===== src/rtl/reg_file_pkg.sv =====
// Shared widths, the 8x16 reset image and width helpers for the register file
// with scoreboard.
package reg_file_pkg;
   localparam int DEF_DATA_W = 16;
   localparam int DEF_NREGS  = 8;

   // Entry 0 holds R0.
   localparam logic [7:0][15:0] RST_IMG = {16'd66, 16'd64, 16'd0, 16'd0,
                                           16'd69, 16'd4,  16'd14, 16'd1};

   function automatic int addr_w(input int n);
      return (n <= 1) ? 1 : $clog2(n);
   endfunction

   function automatic int cnt_w(input int n);
      return addr_w(n) + 1;
   endfunction
endpackage


===== src/rtl/reg_file_scoreboard.sv =====
// Busy-bit scoreboard: issue sets a bit, write-back clears it, and issue wins
// on a same-address collision. Also keeps a registered popcount.
module reg_file_scoreboard
   import reg_file_pkg::*;
#(
   parameter  int NREGS  = DEF_NREGS,
   localparam int ADDR_W = addr_w(NREGS),
   localparam int CNT_W  = cnt_w(NREGS)
) (
   input  logic              i_clk,
   input  logic              i_rst_n,
   input  logic              i_we,
   input  logic [ADDR_W-1:0] i_wr_addr,
   input  logic              i_iss_valid,
   input  logic [ADDR_W-1:0] i_iss_addr,
   output logic [NREGS-1:0]  o_busy,
   output logic [CNT_W-1:0]  o_busy_cnt
);
   logic [NREGS-1:0] r_busy;
   logic [NREGS-1:0] w_busy_nxt;
   logic [CNT_W-1:0] r_cnt;

   always_comb begin
      w_busy_nxt = r_busy;
      if (i_we)        w_busy_nxt[i_wr_addr]  = 1'b0;
      if (i_iss_valid) w_busy_nxt[i_iss_addr] = 1'b1;
   end

   // Count is taken from the next-state vector so it tracks the bits exactly.
   always_ff @(posedge i_clk) begin
      if (!i_rst_n) begin
         r_busy <= '0;
         r_cnt  <= '0;
      end else begin
         r_busy <= w_busy_nxt;
         r_cnt  <= CNT_W'($countones(w_busy_nxt));
      end
   end

   assign o_busy     = r_busy;
   assign o_busy_cnt = r_cnt;
endmodule


===== src/rtl/reg_file_sb.sv =====
// Register file with two combinational read ports and an issue scoreboard.
// Define REG_FILE_BYPASS_EN to forward same-cycle write data/busy to reads.
module reg_file_sb
   import reg_file_pkg::*;
#(
   parameter  int DATA_W = DEF_DATA_W,
   parameter  int NREGS  = DEF_NREGS,
   localparam int ADDR_W = addr_w(NREGS)
) (
   input  logic              clk,
   input  logic              rst_n,
   input  logic              we,
   input  logic [ADDR_W-1:0] wr_addr,
   input  logic [DATA_W-1:0] wr_data,
   input  logic [ADDR_W-1:0] rd_addr1,
   input  logic [ADDR_W-1:0] rd_addr2,
   output logic [DATA_W-1:0] rd_data1,
   output logic [DATA_W-1:0] rd_data2,
   output logic              rd_busy1,
   output logic              rd_busy2,
   input  logic              iss_valid,
   input  logic [ADDR_W-1:0] iss_addr,
   output logic [ADDR_W:0]   busy_cnt
);
   localparam bit USE_IMG = (DATA_W == 16) && (NREGS == 8);

   logic [NREGS-1:0][DATA_W-1:0] r_regs;
   logic [NREGS-1:0]             w_busy;

   function automatic logic [DATA_W-1:0] rst_val(input int i);
      logic [2:0] idx;
      idx = i[2:0];
      if (USE_IMG) return DATA_W'(RST_IMG[idx]);
      return '0;
   endfunction

   always_ff @(posedge clk) begin
      if (!rst_n) begin
         for (int i = 0; i < NREGS; i++) r_regs[i] <= rst_val(i);
      end else if (we) begin
         r_regs[wr_addr] <= wr_data;
      end
   end

   reg_file_scoreboard #(.NREGS(NREGS)) u_sb (
      .i_clk      (clk),
      .i_rst_n    (rst_n),
      .i_we       (we),
      .i_wr_addr  (wr_addr),
      .i_iss_valid(iss_valid),
      .i_iss_addr (iss_addr),
      .o_busy     (w_busy),
      .o_busy_cnt (busy_cnt)
   );

`ifdef REG_FILE_BYPASS_EN
   logic w_hit1, w_hit2, w_iss_wr;
   assign w_hit1   = we && (rd_addr1 == wr_addr);
   assign w_hit2   = we && (rd_addr2 == wr_addr);
   // A forwarded register stays busy only if a new producer claims it now.
   assign w_iss_wr = iss_valid && (iss_addr == wr_addr);
   assign rd_data1 = w_hit1 ? wr_data  : r_regs[rd_addr1];
   assign rd_data2 = w_hit2 ? wr_data  : r_regs[rd_addr2];
   assign rd_busy1 = w_hit1 ? w_iss_wr : w_busy[rd_addr1];
   assign rd_busy2 = w_hit2 ? w_iss_wr : w_busy[rd_addr2];
`else
   assign rd_data1 = r_regs[rd_addr1];
   assign rd_data2 = r_regs[rd_addr2];
   assign rd_busy1 = w_busy[rd_addr1];
   assign rd_busy2 = w_busy[rd_addr2];
`endif
endmodule


===== config.mk =====
export PLATFORM = sky130hd
export DESIGN_NAME = reg_file_sb
export DESIGN_NICKNAME = d
export VERILOG_FILES = /design/src/rtl/reg_file_pkg.sv /design/src/rtl/reg_file_scoreboard.sv /design/src/rtl/reg_file_sb.sv
export SDC_FILE = /design/constraint.sdc
export NUM_CORES = 1
export LEC_CHECK = 0
export ABC_AREA = 1
export CAP_MARGIN = 15
export CORE_MARGIN = 5
export CORE_UTILIZATION = 45
export CTS_CLUSTER_DIAMETER = 50
export DETAILED_ROUTE_END_ITERATION = 10
export PLACE_DENSITY_LB_ADDON = 0.2
export SYNTH_ARGS = -nofsm -noshare
export SYNTH_HDL_FRONTEND = slang
export SYNTH_HIERARCHICAL = 1
export SYNTH_SLANG_ARGS = --single-unit

===== constraint.sdc =====
create_clock -name clk -period 4.5 [get_ports clk]
set_clock_uncertainty 0.15 [all_clocks]
set_input_delay 1.35 -clock clk [delete_from_list [all_inputs] [get_ports clk]]
set_output_delay 1.35 -clock clk [all_outputs]
set_load 0.05 [all_outputs]

==> results.md <==
- Status: complete, no violations
- GR Util met2: 0.430
- Post-synthesis register bit count: 140
- Met3 usage: 0.0323
- Dpl cell area: 10500 µm²
- 1st-pass router iterations: 6
- CP bufs+invs: 4
- CP Capture Type: primary output
- Ranking of synthesized cells by area: edfxtp_1 31%, nand2_1 24%, dfxtp_1 9.4%, nand3_1 8.9%, nor2_1 7.0%
- Rows: 52
- DR vias/cell: between 5 and 6
- Port Buf Inserts: approximately 70
- Count of pins over their slew limit: 0
- Synth Flop Type: edfxtp_1
- PD cells: ~340 nW/µm²
- Worst EP arrival: approximately 2900 ps
- Crit path kind: in -> out
- Final GP Congestion: 0.848
- Final wirelength: about 32 mm
- Startpoint types: input port
- First-pass GRT wire length: just under 50 mm
- Clock Path Buffers: 2
- Fin crit period: 4370 ps
- Diode count: 0
- Count leader, synth: nand2_1
- Initial DRC count: around 1000
- Number of fillers in the final layout: 2041
- Commonest cells in the netlist: 587 x nand2_1, 174 x nor2_1, 171 x inv_1
- Warnings from Yosys: 6
- Clock sink count: 140
- GRT Util Overall: 0.262
- Netlist cell types: 23
- Die width: ~150 µm
- Total CTS buffers: 17
- Worst hold path class: reg -> reg
- Layer with the highest usage: met2
- Share of layout cells above drive strength 1: 0.0893
- DP HPWL: 19.6 mm
- M1 GR Usage: 0.356
- Clk_lat worst skew: just over 400 ps
- Clock transition at path regs: 70 ps
- Wirelength per Cell: ~17 µm
- Largest fanout on the critical path: 12
- Multi-input logic area: ~4500 µm²
- H-tree depth: 4
- Syn avg cell area: 6.30 µm²
- Initial antenna violation count: 0
- I/O pin cnt: 70
- Leakage Power: around 5.6 nW
- Post-Syn Area: 9350 µm²
- Slew @ Worst Pin: ~700 ps
- Synth Net Count: approximately 1500
- Die Height: between 150 and 200 µm
- Vias: 9575
- Max_cap viols: 0
- Starting density of the core: 0.459
- Pin count of the biggest net entering global routing: 86
- Fin crit share: 0.970
- Layout area overhead: 18.0%
- Register area: between 3000 and 4000 µm²
- Post-Synthesis Cells: 1483
- Fin nets: around 1600
- Crit-path most repeated cell: nand2_1
- Core area: slightly above 20000 µm²
- Die footprint: between 20000 and 25000 µm²
- Vias in the first global route: about 9000
- Hold_ws: ~330 ps
- CP top delay family: buffers and inverters
- Post-route ant nets: 0
- Drt drc: 0
- Ys async rst share: 0
- CP required: approximately 3000 ps
- Finished Cell Area: between 10000 and 15000 µm²
- Clk Tree Root Cell: clkbuf_16
- VDD IR-drop max: between 0.0002 and 0.00025 V
- # setup viols final: 0
- Max frequency: about 230 MHz
- Worst slew margin: 0.534
- CP max-delay cell: clkdlybuf4s50_1
- Sequential-to-total area share from yosys stat: 0.403
- Yosys top cell area share: 0.308
- EDFF count, synth: 96
- Max stage delay on crit path: between 500 and 600 ps
- Total grt overflow: 0
- CTS tree: built
- Final Hold Viols: 0
- Critical-path cell list: clkdlybuf4s50_1 -> clkinv_1 -> buf_4 -> nand3_1 -> nand2_1 -> nand2_1 -> nand2_1 -> buf_4
- Area leader, netlist: edfxtp_1
==> final cells by class <==
class	count	area share
clock buffers	20	0.0405
clock inverters	12	0.0112
flip-flops and latches	140	0.341
inverters	183	0.0623
repair buffers	118	0.103
multi-input cells	1072	0.411
well taps	270	0.0306
==> worst paths after layout <==
check / startpoint / end / slack [ps] / depth (start not counted)
worst min-delay path: u_sb/o_busy[6] / u_sb/o_busy[6] / 330 / 2
worst max register to register: u_sb/o_busy[1] / u_sb/o_busy_cnt[1] / 1580 / 11
worst min register to register: u_sb/o_busy[6] / u_sb/o_busy[6] / 330 / 2
worst max-delay path: rd_addr1[1] / rd_data1[4] / 130 / 8
==> power breakdown <==
group          leakage (nW)  internal (W)  switching, W
clock network         0.273      0.000826      0.000571
logic                  3.96      0.000262      0.000597
registers              1.40       0.00146     0.0000299
total                  5.64       0.00255       0.00120
==> cells by family (layout without fill, tap and decap cells) <==
group | count (synthesis) | in the layout | share of synthesized area
AO/OA/AOI/OAI | 127 | 127 | 0.0680
adder cells (fa/ha/maj) | 7 | 7 | 0.0126
XOR/XNOR | 1 | 1 | 0.000937
buffers and inverters | 271 | 333 | 0.113
flip-flops | 140 | 140 | 0.403
AND/OR/NAND/NOR | 937 | 937 | 0.402
==> metal layers <==
metal | vias up | share of wire
met3 | 71 | 0.082
li1 | 4701 | -
met2 | 461 | 0.47
met5 | - | 0
met4 | 0 | 0.031
met1 | 4342 | 0.42
==> metrics by stage <==
stage                     total power, W  utilization  worst slack, ps  setup TNS [ps]  cells
after floorplan                  0.00206            -             47.4               0   1483
after global placement           0.00235        0.513             -253            -469   1783
after detailed placement         0.00236        0.513             -261            -494   1783
after CTS                        0.00375        0.541              128               0   1815
after global routing             0.00390        0.542            -15.4           -15.4   1815
final                            0.00375        0.542              134               0   1815
==> cells in the final DEF, fill, tap and decap left out, types with 4 or more instances in the layout <==
master           instances
clkinv_2                 4
inv_1                  167
buf_4                   69
a21oi_1                 53
nor2_1                 172
nand2_1                585
dfxtp_1                 44
nor2_2                   7
clkinv_1                 7
clkbuf_16               17
nand3_1                166
buf_12                  14
inv_2                   10
clkdlybuf4s50_1         32
edfxtp_1                96
o21ai_0                 72
==> worst register-to-register path: stages, from the launching register on <==
cell and delay (ps):
dfxtp_1 310, nand2_1 80, nand2_1 80, fa_1 480, ha_1 290, inv_1 40
fa_1 490, inv_2 40, fa_2 360, inv_2 70, fa_1 370, nor2_1 100
==> timing repair <==
action                                  in CTS  in global routing
gates resized for setup                      0                  7
endpoints found under the setup margin       0                  2
hold buffers                                 0                  0
setup buffers                                0                  0
(Power assumes the default switching activity.)
